===== config.mk =====
export PLATFORM = sky130hd
export DESIGN_NAME = regs_loader
export DESIGN_NICKNAME = d
export VERILOG_FILES = /design/src/rtl/regs_pkg.sv /design/src/rtl/regs_loader.sv
export SDC_FILE = /design/constraint.sdc
export NUM_CORES = 2
export LEC_CHECK = 0
export BUFFER_PORTS_ARGS = -buffer_cell sky130_fd_sc_hd__buf_2
export CAP_MARGIN = 20
export CORE_AREA = 2 2 444 446
export CTS_CLUSTER_DIAMETER = 60
export DETAILED_ROUTE_END_ITERATION = 8
export DIE_AREA = 0 0 446 448
export GPL_TIMING_DRIVEN = 0
export PLACE_DENSITY = 0.37
export SYNTH_ARGS = -nofsm -noshare
export SYNTH_HDL_FRONTEND = slang
export SYNTH_SLANG_ARGS = --single-unit
export TNS_END_PERCENT = 1

===== constraint.sdc =====
create_clock -name clk -period 3.2 [get_ports clk]
set_input_delay 0.8 -clock clk [delete_from_list [all_inputs] [get_ports clk]]
set_output_delay 0.8 -clock clk [all_outputs]
set_load 0.03 [all_outputs]

===== src/rtl/regs_pkg.sv =====
// Snapshot layout shared by the register export and load paths.
// 33 slots of 32 bits: x0..x31 in slots 0..31, next PC in slot 32.
package regs_pkg;

  localparam int SNAP_W  = 33 * 32;
  localparam int NPC_LSB = 1024;

  typedef enum logic [1:0] {IDLE, GPR, PC, DONE} loader_state_e;

  function automatic logic [31:0] snap_slot(input logic [SNAP_W-1:0] snap, input int unsigned i);
    return snap[32*i +: 32];
  endfunction

  // A snapshot is malformed if x0 is nonzero or any unimplemented GPR slot is nonzero.
  function automatic logic snap_malformed(input logic [SNAP_W-1:0] snap, input int unsigned nr_regs);
    logic bad;
    bad = (snap_slot(snap, 0) != 32'h0);
    for (int unsigned i = 1; i < 32; i++) begin
      if (i >= nr_regs && snap_slot(snap, i) != 32'h0) bad = 1'b1;
    end
    return bad;
  endfunction

endpackage


===== src/rtl/regs_loader.sv =====
// Replays a host snapshot into the core: x1..x(NR_REGS-1) one per cycle, then the PC, then a done pulse.
// All outputs are registered; req_ready_o is high only in IDLE and requests while busy are ignored.
module regs_loader
  import regs_pkg::*;
#(
  parameter int NR_REGS = 16
) (
  input  logic                       clk,
  input  logic                       resetn,
  input  logic                       req_valid_i,
  output logic                       req_ready_o,
  input  logic [SNAP_W-1:0]          snap_i,
  output logic                       rf_we_o,
  output logic [$clog2(NR_REGS)-1:0] rf_waddr_o,
  output logic [31:0]                rf_wdata_o,
  output logic                       pc_we_o,
  output logic [31:0]                pc_wdata_o,
  output logic                       core_stall_o,
  output logic                       done_o,
  output logic                       err_o
);

  localparam int AW = $clog2(NR_REGS);
  localparam logic [AW-1:0] LAST_IDX = AW'(NR_REGS - 1);

  loader_state_e     state_q;
  logic [AW-1:0]     idx_q;
  logic [AW-1:0]     idx_d;
  logic [SNAP_W-1:0] snap_q;
  logic              rf_we_q;
  logic [AW-1:0]     rf_waddr_q;
  logic [31:0]       rf_wdata_q;
  logic              pc_we_q;
  logic [31:0]       pc_wdata_q;
  logic              stall_q;
  logic              done_q;
  logic              err_q;

  assign idx_d = idx_q + AW'(1);

  // The first write is staged straight from snap_i at acceptance so x1 lands in the very next cycle.
  always_ff @(posedge clk) begin
    if (!resetn) begin
      state_q    <= IDLE;
      idx_q      <= '0;
      snap_q     <= '0;
      rf_we_q    <= 1'b0;
      rf_waddr_q <= '0;
      rf_wdata_q <= '0;
      pc_we_q    <= 1'b0;
      pc_wdata_q <= '0;
      stall_q    <= 1'b0;
      done_q     <= 1'b0;
      err_q      <= 1'b0;
    end else begin
      case (state_q)
        IDLE: begin
          if (req_valid_i) begin
            state_q    <= GPR;
            snap_q     <= snap_i;
            idx_q      <= AW'(1);
            err_q      <= snap_malformed(snap_i, NR_REGS);
            rf_we_q    <= 1'b1;
            rf_waddr_q <= AW'(1);
            rf_wdata_q <= snap_slot(snap_i, 1);
            stall_q    <= 1'b1;
          end
        end
        GPR: begin
          if (idx_q == LAST_IDX) begin
            state_q    <= PC;
            rf_we_q    <= 1'b0;
            rf_waddr_q <= '0;
            rf_wdata_q <= '0;
            pc_we_q    <= 1'b1;
            pc_wdata_q <= snap_q[NPC_LSB +: 32];
          end else begin
            idx_q      <= idx_d;
            rf_waddr_q <= idx_d;
            rf_wdata_q <= snap_slot(snap_q, idx_d);
          end
        end
        PC: begin
          state_q    <= DONE;
          pc_we_q    <= 1'b0;
          pc_wdata_q <= '0;
          done_q     <= 1'b1;
        end
        DONE: begin
          state_q <= IDLE;
          done_q  <= 1'b0;
          stall_q <= 1'b0;
        end
        default: state_q <= IDLE;
      endcase
    end
  end

  assign req_ready_o  = (state_q == IDLE);
  assign rf_we_o      = rf_we_q;
  assign rf_waddr_o   = rf_waddr_q;
  assign rf_wdata_o   = rf_wdata_q;
  assign pc_we_o      = pc_we_q;
  assign pc_wdata_o   = pc_wdata_q;
  assign core_stall_o = stall_q;
  assign done_o       = done_q;
  assign err_o        = err_q;

endmodule


==> metrics.md <==
| Metric | Value |
|---|---|
| Flop pwr share | `30.3%` |
| Post-CTS Setup Inserts | `0` |
| Mapped Nets | `4153` |
| CP Launch Type | `primary input` |
| Most common cell after layout, fill and taps aside | `buf_2` |
| I/O pin cnt | `1133` |
| DRC | `0` |
| Count of final hold-check violations | `0` |
| First-pass GRT wire length | `~250000 um` |
| Final WS setup | `around 0.030 ns` |
| Post-DR wirelength/cell | `28.2 um` |
| MaxCap Viol Count | `0` |
| Met1 WL | `84400 um` |
| Main area contributors after synthesis | `dfxtp_1 (45%), nand2_1 (15%), a21boi_0 (15%)` |
| Via count | `28789` |
| Initial DRC Count | `1839` |
| Worst Path Required | `3.78 ns` |
| Share of layout cells above drive strength 1 | `34.4%` |
| FMAX | `315 MHz` |
| Yosys top cell area share | `44.7%` |
| Placed insts | `6779` |
| DPL Wire Length | `168000 um` |
| Post-synth ARST share | `0%` |
| Die height | `448 um` |
| Port Buffers | `roughly 1100` |
| Sequential fraction of the synthesis area | `44.7%` |
| Hold WC Path Type | `in -> reg` |
| Fill cells | `~22000` |
| Top_reg_cell synth | `dfxtp_1` |
| Worst reg-to-reg setup slack | `0.10 ns` |
| Clock network power share | `32.3%` |
| DR top layer | `met5` |
| Worst Setup End Kind | `flip-flop` |
| Starting Density | `14.3%` |
| Routed Antenna Nets | `0` |
| Synth Cell Area | `27900 um2` |
| Remaining global-route overflow | `0` |
| Reg2reg start | `idx_q[1]` |
| WHS Endpoint | `snap_q[66]` |
| Area occupied by multi-input gates | `about 15000 um2` |
| Initial antenna violation count | `160` |
| FP Rows | `~160` |
| H-tree levels | `3` |
| Clock sinks | `623` |
| Largest net degree at the start of global routing | `14` |
| Area leader, netlist | `dfxtp_1` |
| PwrDens | `between 800 and 900 nW/um2` |
| Vias per cell | `4.11` |
| Hold Crit Start | `snap_i[66]` |
| Fin nets | `5401` |
| Slew margin rel. | `26.1%` |
| Crit path max fanout | `1` |
| Comb pwr share | `37.4%` |
| Reg clk slew, reported paths | `0.06 ns` |
| Final Non-Filler Cells | `6997` |
| Clock Tree Buf Depth | `3` |
| Met3 WL | `between 10000 and 15000 um` |
| CTS Buf Count | `96` |
| Leak Pwr | `15.8 nW` |
| RSZ-0062 raised after global routing | `true` |
| Worst-Margin Slew | `1.10 ns` |
| Register area | `12500 um2` |
| Synth Register Bits | `approximately 620` |
| Final min period | `~3.2 ns` |
| Sw Pwr | `about 14 mW` |
| Critical path class | `in -> reg` |
| Max Transition Viols Final | `0` |
| Die X | `between 400 and 500 um` |
| FF-to-FF End | `rf_wdata_o[24]` |
| Status | `complete, no violations` |
| Synth cell types | `38` |
| Final wirelength | `a little under 200000 um` |
| Total track usage | `between 10% and 20%` |
| Post-synth EDFFs | `0` |
| Synthesis Warnings | `0` |
| Part of the cycle the worst path needs | `99.1%` |
| Internal Power | `approximately 20 mW` |
| CTS tree | `done` |
| Place WS | `-0.879 ns` |
| Crit path arrival time | `3.75 ns` |
| WHS Path Cells | `3` |
| Syn avg cell area | `9.04 um2` |
| Area growth syn-to-layout | `45.0%` |
| Routed wl met2 | `between 90000 and 100000 um` |
| WHS | `0.330 ns` |
| Syn Inst Count | `3089` |
| Switching share of power | `41.0%` |
| Cts hold-fix bufs | `0` |
| Clk Latency, worst-skew pair | `just over 0.7 ns` |
| Final setup violation count | `0` |
| Maximum VDD drop | `444 uV` |
| Worst Reg-to-Reg Cells | `9` |
| Root Driver | `clkbuf_16` |
| Die area | `~200000 um2` |
| Drt pass-1 iters | `5` |
| Core area | `195000 um2` |
| Most frequent cells in the layout | `buf_2 (1155), nand2_1 (1101), dfxtp_1 (623)` |
| Final Wtd Congestion | `0.814` |
| Skew final | `0.0304 ns` |
| Vias in the first global route | `27802` |
==> flip-flops by register name (all words and copies together) (netlist names) <==
register and cells:
snap_q 544, state_q 2, idx_q 4, rf_waddr_o 4, core_stall_o 1, pc_wdata_o 32, rf_we_o 1, rf_wdata_o 32
done_o 1, pc_we_o 1, err_o 1
==> critical path, cell delays in order <==
cell and delay, ns:
buf_2 0.10, nor4_1 0.62, nand4_1 0.78, nor4_1 0.72
nand4_1 0.25, nor3_1 0.39, nor2_1 0.06
==> area by class of cell <==
class	count	share of cell area (%)
Sequential cell	623	30.8
Buffer	244	2.69
Clock inverter	46	1.30
Tap cell	2542	7.86
Multi-Input combinational cell	2219	35.9
Antenna cell	42	0.260
Clock buffer	128	6.71
Inverter	3	0.0278
Timing Repair Buffer	1150	14.4
==> routing by layer <==
layer,vias up,global-route usage (%)
met1,13859,23.8
met5,-,0
met2,1136,31.6
met4,58,5.35
li1,13360,-
met3,376,4.78
==> cell families after synthesis <==
logic type                 after synthesis  synth area share (%)
xor gates and xnor gates                 3                 0.121
and+or+nand+nor                       1373                  20.7
AOI/OAI and AO/OA                      653                  17.6
muxes                                  185                  12.9
buffers and inverters                  247                  3.71
DFF                                    623                  44.7
adders and majority gates                5                 0.224
==> worst max-delay path by stage <==
stage,from,endpoint,slack (ns),cells after the start
final,snap_i[743],err_o,0.03,7
after global routing,snap_i[743],err_o,-0.02,7
after CTS,state_q[0],err_o,-0.01,10
after detailed placement,req_valid_i,snap_q[421],-0.88,7
after global placement,snap_i[803],err_o,-3.21,7
after floorplan,idx_q[0],rf_wdata_o[0],0.86,6
==> Yosys cell counts (10+ instances only) <==
cell         n
a22oi_1     55
o221ai_1    23
mux4_1      11
dfxtp_1    623
nor2_1      14
o21ai_0     10
nand4_1     34
nand2_1   1102
mux4_2     126
buf_1       13
a21boi_0   549
nor4_1     144
buf_2       25
nor2b_1     41
and2_1      27
mux2i_1     48
clkbuf_1   194
==> repair_timing <==
item | 4_1_cts | 5_1_grt
cloned | 0 | 0
resized for setup | 35 | 14
setup endpoints to repair | 185 | 85
==> stage by stage <==
step | utilization (%) | instance area, um2 | TNS [ns] | power [mW]
floorplan | - | 27900 | 0 | 16.4
global placement | 18.9 | 36800 | -265.87 | 22.9
detailed placement | 19.0 | 37000 | -100.69 | 23.0
CTS | 20.7 | 40300 | -0.0190 | 34.0
global route | 20.8 | 40400 | -0.0290 | 35.1
finish | 20.8 | 40500 | 0 | 33.4
==> power groups by stage <==
stage | Combinational, mW | Sequential, mW | Clock (mW)
2_1_floorplan | 6.23 | 10.2 | 0
4_1_cts | 12.9 | 10.1 | 11.1
6_report | 12.5 | 10.1 | 10.8
3_5_place_dp | 12.7 | 10.3 | 0
3_3_place_gp | 12.6 | 10.3 | 0
5_1_grt | 13.5 | 10.3 | 11.4
(Power assumes the default switching activity.)
